<file path="config.mk">
export PLATFORM = sky130hd
export DESIGN_NAME = dds_sweep_ctrl
export DESIGN_NICKNAME = d
export VERILOG_FILES = /design/src/rtl/dds_sweep_ctrl.sv
export SDC_FILE = /design/constraint.sdc
export NUM_CORES = 1
export LEC_CHECK = 0
export CAP_MARGIN = 10
export CORE_ASPECT_RATIO = 1.75
export CORE_UTILIZATION = 52
export DETAILED_ROUTE_END_ITERATION = 10
export MAX_ROUTING_LAYER = met4
export PLACE_DENSITY = 0.78
export SLEW_MARGIN = 20
export SYNTH_ARGS = -nofsm -noshare
export SYNTH_HDL_FRONTEND = slang
export SYNTH_SLANG_ARGS = --single-unit
</file>
<file path="constraint.sdc">
create_clock -name clk -period 7.35 [get_ports clk]
set_input_delay 1.47 -clock clk [delete_from_list [all_inputs] [get_ports clk]]
set_output_delay 1.47 -clock clk [all_outputs]
set_load 0.02 [all_outputs]
</file>
<file path="src/rtl/dds_sweep_ctrl.sv">
// Frequency-sweep scheduler for a DDS core: steps the tuning word from a start
// to a stop value with a per-point dwell, in single-shot or continuous mode.
module dds_sweep_ctrl #(
  parameter int unsigned PW = 32,
  parameter int unsigned CW = 16
) (
  input  logic          clk,
  input  logic          rst,
  input  logic          cfg_valid,
  output logic          cfg_ready,
  input  logic [PW-1:0] cfg_start_freq,
  input  logic [PW-1:0] cfg_stop_freq,
  input  logic [PW-1:0] cfg_step,
  input  logic [CW-1:0] cfg_dwell,
  input  logic [PW-1:0] cfg_phase,
  input  logic          cfg_cont,
  input  logic          start,
  input  logic          abort,
  input  logic          hold,
  output logic          dds_en,
  output logic [PW-1:0] dds_freq,
  output logic [PW-1:0] dds_phase,
  output logic          busy,
  output logic          done
);

  localparam logic S_IDLE = 1'b0;
  localparam logic S_RUN  = 1'b1;

  logic          state_q,   state_d;
  logic [PW-1:0] start_q,   start_d;
  logic [PW-1:0] stop_q,    stop_d;
  logic [PW-1:0] step_q,    step_d;
  logic [CW-1:0] dwell_q,   dwell_d;
  logic [PW-1:0] phase_q,   phase_d;
  logic          cont_q,    cont_d;
  logic [CW-1:0] cnt_q,     cnt_d;
  logic          en_q,      en_d;
  logic [PW-1:0] freq_q,    freq_d;
  logic [PW-1:0] dphase_q,  dphase_d;
  logic          busy_q,    busy_d;
  logic          done_q,    done_d;

  logic          dir_up;
  logic [PW-1:0] rem;
  logic [PW-1:0] next_pt;

  // Next sweep point, clamped so the stop word is never overshot
  always_comb begin
    dir_up = (stop_q >= start_q);
    rem    = dir_up ? (stop_q - freq_q) : (freq_q - stop_q);
    if ((step_q == '0) || (step_q >= rem)) begin
      next_pt = stop_q;
    end else if (dir_up) begin
      next_pt = freq_q + step_q;
    end else begin
      next_pt = freq_q - step_q;
    end
  end

  always_comb begin
    state_d  = state_q;
    start_d  = start_q;
    stop_d   = stop_q;
    step_d   = step_q;
    dwell_d  = dwell_q;
    phase_d  = phase_q;
    cont_d   = cont_q;
    cnt_d    = cnt_q;
    en_d     = en_q;
    freq_d   = freq_q;
    dphase_d = dphase_q;
    busy_d   = busy_q;
    done_d   = 1'b0;

    case (state_q)
      S_IDLE: begin
        if (cfg_valid) begin
          start_d = cfg_start_freq;
          stop_d  = cfg_stop_freq;
          step_d  = cfg_step;
          dwell_d = cfg_dwell;
          phase_d = cfg_phase;
          cont_d  = cfg_cont;
        end
        // A config offered in the start cycle takes effect immediately
        if (start) begin
          state_d  = S_RUN;
          en_d     = 1'b1;
          busy_d   = 1'b1;
          freq_d   = cfg_valid ? cfg_start_freq : start_q;
          dphase_d = cfg_valid ? cfg_phase      : phase_q;
          cnt_d    = cfg_valid ? cfg_dwell      : dwell_q;
        end
      end

      S_RUN: begin
        if (abort) begin
          state_d = S_IDLE;
          en_d    = 1'b0;
          busy_d  = 1'b0;
        end else if (!hold) begin
          if (cnt_q != '0) begin
            cnt_d = cnt_q - CW'(1);
          end else if (freq_q != stop_q) begin
            freq_d = next_pt;
            cnt_d  = dwell_q;
          end else if (cont_q) begin
            freq_d = start_q;
            cnt_d  = dwell_q;
          end else begin
            state_d = S_IDLE;
            en_d    = 1'b0;
            busy_d  = 1'b0;
            done_d  = 1'b1;
          end
        end
      end

      default: begin
        state_d = S_IDLE;
        en_d    = 1'b0;
        busy_d  = 1'b0;
      end
    endcase
  end

  always_ff @(posedge clk or posedge rst) begin
    if (rst) begin
      state_q  <= S_IDLE;
      start_q  <= '0;
      stop_q   <= '0;
      step_q   <= '0;
      dwell_q  <= '0;
      phase_q  <= '0;
      cont_q   <= 1'b0;
      cnt_q    <= '0;
      en_q     <= 1'b0;
      freq_q   <= '0;
      dphase_q <= '0;
      busy_q   <= 1'b0;
      done_q   <= 1'b0;
    end else begin
      state_q  <= state_d;
      start_q  <= start_d;
      stop_q   <= stop_d;
      step_q   <= step_d;
      dwell_q  <= dwell_d;
      phase_q  <= phase_d;
      cont_q   <= cont_d;
      cnt_q    <= cnt_d;
      en_q     <= en_d;
      freq_q   <= freq_d;
      dphase_q <= dphase_d;
      busy_q   <= busy_d;
      done_q   <= done_d;
    end
  end

  assign cfg_ready = (state_q == S_IDLE);
  assign dds_en    = en_q;
  assign dds_freq  = freq_q;
  assign dds_phase = dphase_q;
  assign busy      = busy_q;
  assign done      = done_q;

endmodule

</file>
==> impl_metrics.env, run 1 <==
export IMPL_nets=2542
export IMPL_first_iter_violations=1129
export IMPL_rrSetupSlack_ns=0.86
export IMPL_antenna_found_initial=0
export IMPL_multi_input_area_um2=11200
export IMPL_design_area_um2=21300
export IMPL_timing_final_crit_share=0.883
export IMPL_outcome="finished clean"
export IMPL_htreeDepth=1
export IMPL_worst_path_buf_inv=2
export IMPL_required_ns=7.80
export IMPL_cp_common_cell="o21ai_0"
export IMPL_grt_use_total=0.357
export IMPL_syn2layout_area_growth_pct=19.4
export IMPL_relSlewSlack=0.363
export IMPL_grt_pass1_wl_mm=93.1
export IMPL_post_cts_setup_buffer_count=0
export IMPL_gr_total_overflow=0
export IMPL_drc=0
export IMPL_maxCapViolCount=0
export IMPL_fin_crit_ns=6.49
export IMPL_cts_tree="built"
export IMPL_vdd_drop_max_v=0.000454
export IMPL_wl_per_cell_um=22.4
export IMPL_fp_dieArea_um2=35000
export IMPL_cts_num_sinks=228
export IMPL_crit_type="reg -> reg"
export IMPL_die_x_um=142
export IMPL_setup_slack_ns=0.861
export IMPL_crit_family="compound AO/OA/AOI/OAI gates"
export IMPL_leakagePower_nw=9.39
export IMPL_syn_nets=2383
export IMPL_ff_latch_area_um2=5710
export IMPL_hold_path_class="reg -> reg"
export IMPL_initial_utilization=0.528
export IMPL_syn_avg_cell_area_um2=8.61
export IMPL_utilization=0.631
export IMPL_pin_count=219
export IMPL_synth_edf_count=0
export IMPL_crit_path_start_kind="flop"
export IMPL_critPathMaxFanout=39
export IMPL_num_rows=89
export IMPL_tightestPinTransition_ns=0.947
export IMPL_drv_slew=0
export IMPL_clock_path_buffers=3
export IMPL_cts_root_buf="clkbuf_16"
export IMPL_ant_nets=0
export IMPL_tns_ns=0
export IMPL_num_fill_cells=2897
export IMPL_io_buffers=218
export IMPL_path_cells="ha_1, o21ai_0, o21ai_0, a31oi_1, a211oi_2, or2_1, buf_4, mux2_2, o221ai_1, a31oi_1, xor2_1, ha_1, nand4_1, nor4_1, o211ai_1, o211ai_1, nor2_2, buf_12, a211oi_1, o21ai_0, a22o_1"
export IMPL_dp_slack_ns=0.995
export IMPL_gp_congestion=0.993
export IMPL_hold_worst_slack_ns=0.481
export IMPL_numCtsBuffers=25
export IMPL_clk_insertion_delay_late_ns=0.56
export IMPL_fin_cells=2702
export IMPL_finClkSkew_ns=0.0109
export IMPL_vias=16400
export IMPL_placed_area_um2=20400
export IMPL_rsz0062_at_grt="false"
export IMPL_synth_distinct_cells=79
export IMPL_fmax_mhz=154
export IMPL_synth_top_cell_area_share=0.320
export IMPL_first_pass_iters=5
export IMPL_synth_seq_cells=228
export IMPL_grt_max_degree=76
export IMPL_antenna_cells=0
export IMPL_ys_warn_count=0
export IMPL_core_area_um2=33700
export IMPL_ys_top_cells_by_count="nand2_1 (238), dfrtp_1 (228), o21ai_0 (212)"
export IMPL_end_kind="flop"
export IMPL_async_flop_share=1.00
export IMPL_yosys_top_cells_area="dfrtp_1 (32%), ha_1 (11%), o21ai_0 (6.0%)"
export IMPL_post_dp_hpwl_mm=46.4
export IMPL_cp_arrival_ns=6.94
export IMPL_power_total_mw=11.1
export IMPL_dpl_cell_count=2656
export IMPL_yosysTopAreaCell="dfrtp_1"
export IMPL_slowest_delay_ns=0.77
export IMPL_synth_area_um2=17800
export IMPL_setup_viol=0
export IMPL_hold_viol=0
export IMPL_post_drt_via_cell_ratio=6.08
export IMPL_fp_dieH_um=247
export IMPL_yosysMostFrequentCell="nand2_1"
export IMPL_yosysSeqAreaShare=0.320
export IMPL_power_density_nw_per_um2=519
export IMPL_ctsResizeCount=0
export IMPL_cts_hold_buf=0
export IMPL_grt_pass1_vias=16400
export IMPL_wirelength_mm=60.5
export IMPL_clkSlewWorstSetupHoldPaths_ns=0.06
export IMPL_critPathSlowestCell="a211oi_2"
export IMPL_synth_top_flop_cell="dfrtp_1"
export IMPL_drive_above_1_share=0.0895
export IMPL_syn_instance_count=2069
-- final timing paths --
kind	start	cells after the start	endpoint
worst min register to register	dds_phase[2]$_DFFE_PP0P_	2	dds_phase[2]$_DFFE_PP0P_
min in group asynchronous	rst	2	stop_q[3]$_DFFE_PP0P_
worst max-delay path	stop_q[2]$_DFFE_PP0P_	21	dds_freq[1]$_DFFE_PP0P_
max in group asynchronous	rst	3	state_q$_DFF_PP0_
worst max register to register	stop_q[2]$_DFFE_PP0P_	21	dds_freq[1]$_DFFE_PP0P_
worst min-delay path	dds_phase[2]$_DFFE_PP0P_	2	dds_phase[2]$_DFFE_PP0P_
-- logic make-up after synthesis --
logic type	after synthesis	share of synthesized area
adders and majority gates	163	0.116
xor gates and xnor gates	94	0.0462
DFF	228	0.320
and+or+nand+nor	517	0.134
buffers and inverters	246	0.0545
AOI/OAI and AO/OA	641	0.221
muxes	180	0.108
-- final cells by class --
type	count	area share
Sequential cell	228	0.268
Inverter	131	0.0233
Timing Repair Buffer	247	0.114
Clock inverter	14	0.00994
Multi-Input combinational cell	1595	0.525
Tap cell	455	0.0268
Clock buffer	32	0.0330
-- layout by cell type, fill, tap and decap left out, drive strengths merged, types with 14 or more instances in the layout --
cell / count
nand2: 239
dfrtp: 228
clkdlybuf4s50: 217
o21ai: 215
a21oi: 190
ha: 160
inv: 131
nor2: 106
mux2: 92
mux2i: 88
xnor2: 58
a21o: 45
nor3: 42
xor2: 36
clkbuf: 32
buf: 30
nand4: 29
o211ai: 24
a211oi: 24
nand3: 23
a31oi: 17
o31ai: 17
o21bai: 14
nor4: 14
-- registers in the layout (all words and copies together), names as in the netlist --
signal	flops
dds_freq	32
start_q	32
stop_q	32
cnt_q	16
state_q	1
cont_q	1
phase_q	32
dwell_q	16
done	1
busy	1
step_q	32
dds_phase	32
-- worst min-delay path, stage by stage (launching register included) --
cell	delay, ns
dfrtp_1	0.34
nand2_1	0.05
o21ai_0	0.06
-- metal layers --
metal / vias up / wire length [um] / track usage
met5: - / 0 / -
met4: 0 / 2370 / 0.136
met3: 131 / 3250 / 0.0352
met2: 650 / 30100 / 0.612
met1: 7929 / 24900 / 0.431
li1: 7729 / - / -
-- where the power goes --
group / leakage [nW] / total, mW / switching [mW] / internal, mW
combinational: 6.18 / 7.58 / 4.51 / 3.06
sequential: 2.76 / 2.05 / 0.456 / 1.59
clock: 0.446 / 1.42 / 0.572 / 0.853
Power figures use the tool's default switching activity.
==> inputs of run 2 (changes only) <==
==> constraint.sdc (replaced) <==
create_clock -name clk -period 5.7 [get_ports clk]
set_input_delay 1.14 -clock clk [delete_from_list [all_inputs] [get_ports clk]]
set_output_delay 1.14 -clock clk [all_outputs]
set_load 0.02 [all_outputs]
==> run 2 against run 1 <==
The run now ends with negative setup slack left. Worst hold slack about the same. Final cell count up 7.5%. Cell area rose by 9.2%. Flip-flop and latch count unchanged. Sequential power grew 22%. Register-to-register slack worse by 0.92 ns. Count of clock-buffer cells in the layout is 2 lower. Sequential share of layout area is 2.3 points lower. Critical path type unchanged. Clock skew is 0.018 ns higher. Largest power group unchanged. Setup slack lost 0.92 ns. Global-route usage increased by 1.3 points. Die area did not move. Critical endpoint is now dds_freq[20]$_DFFE_PP0P_.
==> impl_metrics.env, run 2 (synthesis results as in run 1) <==
export IMPL_gp_congestion=1.02
export IMPL_core_area_um2=33700
export IMPL_slowest_delay_ns=0.54
export IMPL_cp_arrival_ns=6.20
export IMPL_gr_total_overflow=0
export IMPL_drv_slew=0
export IMPL_ant_nets=0
export IMPL_grt_max_degree=150
export IMPL_cts_num_sinks=228
export IMPL_end_kind="flop"
export IMPL_fp_dieH_um=247
export IMPL_power_density_nw_per_um2=703
export IMPL_wl_per_cell_um=22.1
export IMPL_dpl_cell_count=2839
export IMPL_tns_ns=-0.309
export IMPL_drive_above_1_share=0.182
export IMPL_wirelength_mm=64.3
export IMPL_required_ns=6.15
export IMPL_vdd_drop_max_v=0.000492
export IMPL_hold_path_class="reg -> reg"
export IMPL_final_cell_mix="nand2_1 (236), dfrtp_1 (227), buf_4 (219)"
export IMPL_fp_dieArea_um2=35000
export IMPL_crit_path_start_kind="flop"
export IMPL_hold_viol=0
export IMPL_clkSlewWorstSetupHoldPaths_ns=0.07
export IMPL_fmax_mhz=174
export IMPL_htreeDepth=1
export IMPL_cts_tree="built"
export IMPL_maxCapViolCount=0
export IMPL_leakagePower_nw=10.5
export IMPL_numCtsBuffers=24
export IMPL_critPathSlowestCell="o211ai_1"
export IMPL_grt_use_total=0.370
export IMPL_clk_insertion_delay_late_ns=0.56
export IMPL_rsz0062_at_grt="true"
export IMPL_relSlewSlack=0.299
export IMPL_outcome="finished with violations"
export IMPL_violations="negative setup slack"
export IMPL_syn2layout_area_growth_pct=30.4
export IMPL_setup_viol=12
export IMPL_die_x_um=142
export IMPL_tightestPinTransition_ns=1.05
export IMPL_cts_root_buf="clkbuf_16"
export IMPL_io_buffers=218
export IMPL_nets=2747
export IMPL_post_dp_hpwl_mm=48.3
export IMPL_dp_slack_ns=-0.299
export IMPL_power_total_mw=16.3
export IMPL_fin_crit_ns=5.76
export IMPL_worst_path_buf_inv=6
export IMPL_crit_type="reg -> reg"
export IMPL_clock_path_buffers=3
export IMPL_fin_cells=2905
export IMPL_utilization=0.689
export IMPL_post_drt_via_cell_ratio=6.03
export IMPL_first_iter_violations=1277
export IMPL_grt_pass1_wl_mm=96.9
export IMPL_num_rows=89
export IMPL_crit_family="compound AO/OA/AOI/OAI gates"
export IMPL_vias=17500
export IMPL_finClkSkew_ns=0.0289
export IMPL_timing_final_crit_share=1.01
export IMPL_antenna_found_initial=1
export IMPL_grt_pass1_vias=17500
export IMPL_initial_utilization=0.528
export IMPL_mostFrequentLayoutCell="nand2_1"
export IMPL_pin_count=219
export IMPL_first_pass_iters=6
export IMPL_setup_slack_ns=-0.0559
export IMPL_drc=0
export IMPL_critPathMaxFanout=7
[run 2: changes by cell type in the layout (fill, tap and decap cells not counted), sizes merged]
cell      before  now
buf           30  234
bufinv         5    3
clkinv         6    5
clkinvlp       3    4
diode          0    1
[run 2: final timing paths]
kind	startpoint	end	slack [ns]	cells past startpoint
max reg2reg	start_q[29]$_DFFE_PP0N_	dds_freq[20]$_DFFE_PP0P_	-0.06	25
min reg2reg	dds_phase[17]$_DFFE_PP0P_	dds_phase[17]$_DFFE_PP0P_	0.48	2
min in group asynchronous	rst	start_q[1]$_DFFE_PP0N_	0.91	2
max	start_q[29]$_DFFE_PP0N_	dds_freq[20]$_DFFE_PP0P_	-0.06	25
min	dds_phase[17]$_DFFE_PP0P_	dds_phase[17]$_DFFE_PP0P_	0.48	2
max in group asynchronous	rst	state_q$_DFF_PP0_	3.85	3
[run 2: area by class of cell]
class	count	area, um^2
flip-flops and latches	228	5710
repair buffers	453	4100
inverters	131	495
fillers	2736	10500
well taps	455	569
multi-input cells	1595	11500
clock inverters	12	158
clock buffers	30	674
diodes	1	2.50
[run 2: repair_timing]
action | 4_1_cts | 5_1_grt
hold endpoints to repair | 0 | 0
setup endpoints to repair | 32 | 32
buffers inserted | 3 | 19
gates cloned | 0 | 2
resized for setup | 6 | 78
pin swaps | 4 | 31
hold buffers | 0 | 0
[run 2: metrics by stage]
step	hold WS, ns	instance area [um^2]
detailed placement	0.469	21800
floorplan	0.480	17800
global placement	0.463	21800
CTS	0.484	22700
finish	0.480	23200
global route	0.507	23200
[run 2: where the power goes]
group	internal [mW]	total, mW	switching [mW]
registers	2.06	2.51	0.450
logic	5.45	12.1	6.67
clock network	0.980	1.71	0.730
total	8.49	16.3	7.85
[run 2: worst min-delay path, stage by stage (launching register included)]
cell and delay (ns):
dfrtp_1 0.34, nand2_1 0.05, o21ai_0 0.06
[run 2: per-layer routing]
layer / global-route usage / vias up / wire length, um
li1: - / 8141 / -
met5: - / - / 0
met3: 0.0445 / 175 / 4240
met4: 0.155 / 0 / 3200
met2: 0.628 / 725 / 31400
met1: 0.443 / 8462 / 25400
==> inputs of run 3 (changes only) <==
--- a/config.mk
+++ b/config.mk
@@ -6,11 +6,11 @@
 export NUM_CORES = 1
 export LEC_CHECK = 0
 export CAP_MARGIN = 10
-export CORE_ASPECT_RATIO = 1.75
 export CORE_UTILIZATION = 52
 export DETAILED_ROUTE_END_ITERATION = 10
 export MAX_ROUTING_LAYER = met4
 export PLACE_DENSITY = 0.78
+export SKIP_LAST_GASP = 1
 export SLEW_MARGIN = 20
 export SYNTH_ARGS = -nofsm -noshare
 export SYNTH_HDL_FRONTEND = slang
==> run 3 against run 2 <==
The run now ends clean. Non-clock buffer count decreased by 127. Clock skew grew 0.0084 ns. Wire length fell by 3.6%. Power decreased by 5.3%. Worst hold slack got worse by 0.0055 ns. Setup slack better by 0.16 ns. Combinational power fell by 8%. Sequential power grew 2%. Die area about the same. Register-to-register slack better by 0.16 ns.
==> impl_metrics.env, run 3 (synthesis results as in run 1) <==
export IMPL_maxCapViolCount=0
export IMPL_io_buffers=218
export IMPL_fmax_mhz=179
export IMPL_hold_viol=0
export IMPL_tightestPinTransition_ns=0.945
export IMPL_grt_pass1_wl_mm=95.0
export IMPL_crit_path_start_kind="flop"
export IMPL_dpl_cell_count=2719
export IMPL_vdd_drop_max_v=0.000424
export IMPL_reg2regPathDepth=25
export IMPL_wirelength_mm=62.0
export IMPL_gp_congestion=1.02
export IMPL_startpoint="stop_q[29]$_DFFE_PP0P_"
export IMPL_gr_total_overflow=0
export IMPL_num_fill_cells=2759
export IMPL_end_kind="flop"
export IMPL_drv_slew=0
export IMPL_nets=2624
export IMPL_ant_nets=0
export IMPL_vias=16900
export IMPL_design_area_um2=22100
export IMPL_placed_area_um2=20900
export IMPL_post_dp_hpwl_mm=46.7
export IMPL_dp_slack_ns=-0.0780
export IMPL_endpoint="dds_freq[29]$_DFFE_PP0P_"
export IMPL_grt_max_degree=173
export IMPL_cts_tree="built"
export IMPL_grt_use_total=0.358
export IMPL_drc=0
export IMPL_wl_per_cell_um=22.3
export IMPL_setup_slack_ns=0.0999
export IMPL_fp_dieH_um=187
export IMPL_timing_final_crit_share=0.982
export IMPL_setup_viol=0
export IMPL_cts_hold_buf=0
export IMPL_htreeDepth=1
export IMPL_r2r_end="dds_freq[29]$_DFFE_PP0P_"
export IMPL_core_area_um2=33600
export IMPL_fin_crit_ns=5.60
export IMPL_clkSlewWorstSetupHoldPaths_ns=0.06
export IMPL_first_iter_violations=1564
export IMPL_cp_arrival_ns=6.12
export IMPL_required_ns=6.22
export IMPL_final_cell_mix="nand2_1 (236), dfrtp_1 (227), clkdlybuf4s50_1 (217)"
export IMPL_first_pass_iters=6
export IMPL_cts_num_sinks=228
export IMPL_mostFrequentLayoutCell="nand2_1"
export IMPL_relSlewSlack=0.370
export IMPL_outcome="finished clean"
export IMPL_utilization=0.659
export IMPL_clk_insertion_delay_late_ns=0.60
export IMPL_hold_depth=2
export IMPL_syn2layout_area_growth_pct=24.2
export IMPL_finClkSkew_ns=0.0373
export IMPL_hold_path_class="reg -> reg"
export IMPL_pin_count=219
export IMPL_die_x_um=187
export IMPL_ff_latch_area_um2=5710
export IMPL_cts_root_buf="clkbuf_16"
export IMPL_crit_type="reg -> reg"
export IMPL_num_rows=67
export IMPL_rrSetupSlack_ns=0.1
export IMPL_post_drt_via_cell_ratio=6.09
export IMPL_fin_cells=2779
export IMPL_clock_path_buffers=3
export IMPL_grt_pass1_vias=16500
export IMPL_leakagePower_nw=9.86
export IMPL_antenna_found_initial=1
export IMPL_multi_input_area_um2=11300
export IMPL_numCtsBuffers=28
export IMPL_initial_utilization=0.530
export IMPL_power_density_nw_per_um2=699
export IMPL_drive_above_1_share=0.130
export IMPL_critPathMaxFanout=12
export IMPL_fp_dieArea_um2=35000
export IMPL_rsz0062_at_grt="true"
export IMPL_r2r_start="stop_q[29]$_DFFE_PP0P_"
run 3: cell count changes in the layout (fill, tap and decap cells not counted), moves of 4 or more:
cell / delta
o21ai_2: -4
a21oi_1: +6
buf_4: -121
o21ai_0: +5
clkinv_2: +5
a21oi_2: -5
buf_6: -4
run 3: cell type report:
| class | instances | area share |
|---|---|---|
| Clock buffer | 38 | 0.0356 |
| Tap cell | 448 | 0.0253 |
| Timing Repair Buffer | 326 | 0.140 |
| Clock inverter | 12 | 0.00633 |
| Antenna cell | 1 | 0.000113 |
| Sequential cell | 228 | 0.258 |
| Inverter | 131 | 0.0224 |
| Multi-Input combinational cell | 1595 | 0.512 |
run 3: critical path, stage by stage (launching register included):
cell,delay (ns)
dfrtp_1,0.46
ha_1,0.34
nand4_1,0.16
buf_4,0.15
inv_1,0.07
a221oi_4,0.33
o31ai_4,0.16
buf_6,0.17
nor2_4,0.32
buf_8,0.20
buf_4,0.11
nor3_1,0.04
a31oi_1,0.40
a221oi_2,0.08
xor2_1,0.19
ha_1,0.31
nand4_1,0.17
nor4_4,0.36
o211ai_1,0.16
o211a_2,0.35
buf_4,0.18
clkbuf_16,0.17
a21oi_1,0.13
a21oi_1,0.09
a211o_1,0.30
o21ai_1,0.12
run 3: worst min path at each step:
stage | start | to | slack, ns
after floorplan | phase_q[0]$_DFFE_PP0N_ | phase_q[0]$_DFFE_PP0N_ | 0.48
after global placement | dds_phase[5]$_DFFE_PP0P_ | dds_phase[5]$_DFFE_PP0P_ | 0.46
after detailed placement | dds_phase[30]$_DFFE_PP0P_ | dds_phase[30]$_DFFE_PP0P_ | 0.47
after CTS | dds_phase[26]$_DFFE_PP0P_ | dds_phase[26]$_DFFE_PP0P_ | 0.48
after global routing | dds_phase[30]$_DFFE_PP0P_ | dds_phase[30]$_DFFE_PP0P_ | 0.50
final | dds_phase[26]$_DFFE_PP0P_ | dds_phase[26]$_DFFE_PP0P_ | 0.47
run 3: what timing repair did:
action | CTS | global route
pin swaps | 1 | 6
gates cloned | 0 | 1
gates resized for setup | 3 | 43
setup buffers | 1 | 7
setup endpoints to repair | 15 | 32
run 3: per-stage QoR:
step                hold slack, ns  TNS, ns  total power, mW
floorplan                    0.480        0             9.04
global placement             0.461        0             12.6
detailed placement           0.470   -0.239             12.7
CTS                          0.483        0             14.7
global route                 0.500   -0.100             16.4
finish                       0.475        0             15.5
run 3: power by group:
group,internal (mW),total [mW],switching [mW]
sequential,2.06,2.55,0.492
combinational,4.75,11.1,6.35
clock,1.06,1.82,0.761
total,7.87,15.5,7.61
run 3: metal layers:
| layer | share of wire | routed length, um | GRT usage | vias up |
|---|---|---|---|---|
| met4 | 0.032 | 1950 | 0.0936 | 0 |
| met1 | 0.45 | 28000 | 0.505 | 8137 |
| li1 | - | - | - | 7893 |
| met5 | 0 | 0 | - | - |
| met3 | 0.094 | 5840 | 0.0747 | 104 |
| met2 | 0.42 | 26200 | 0.519 | 787 |
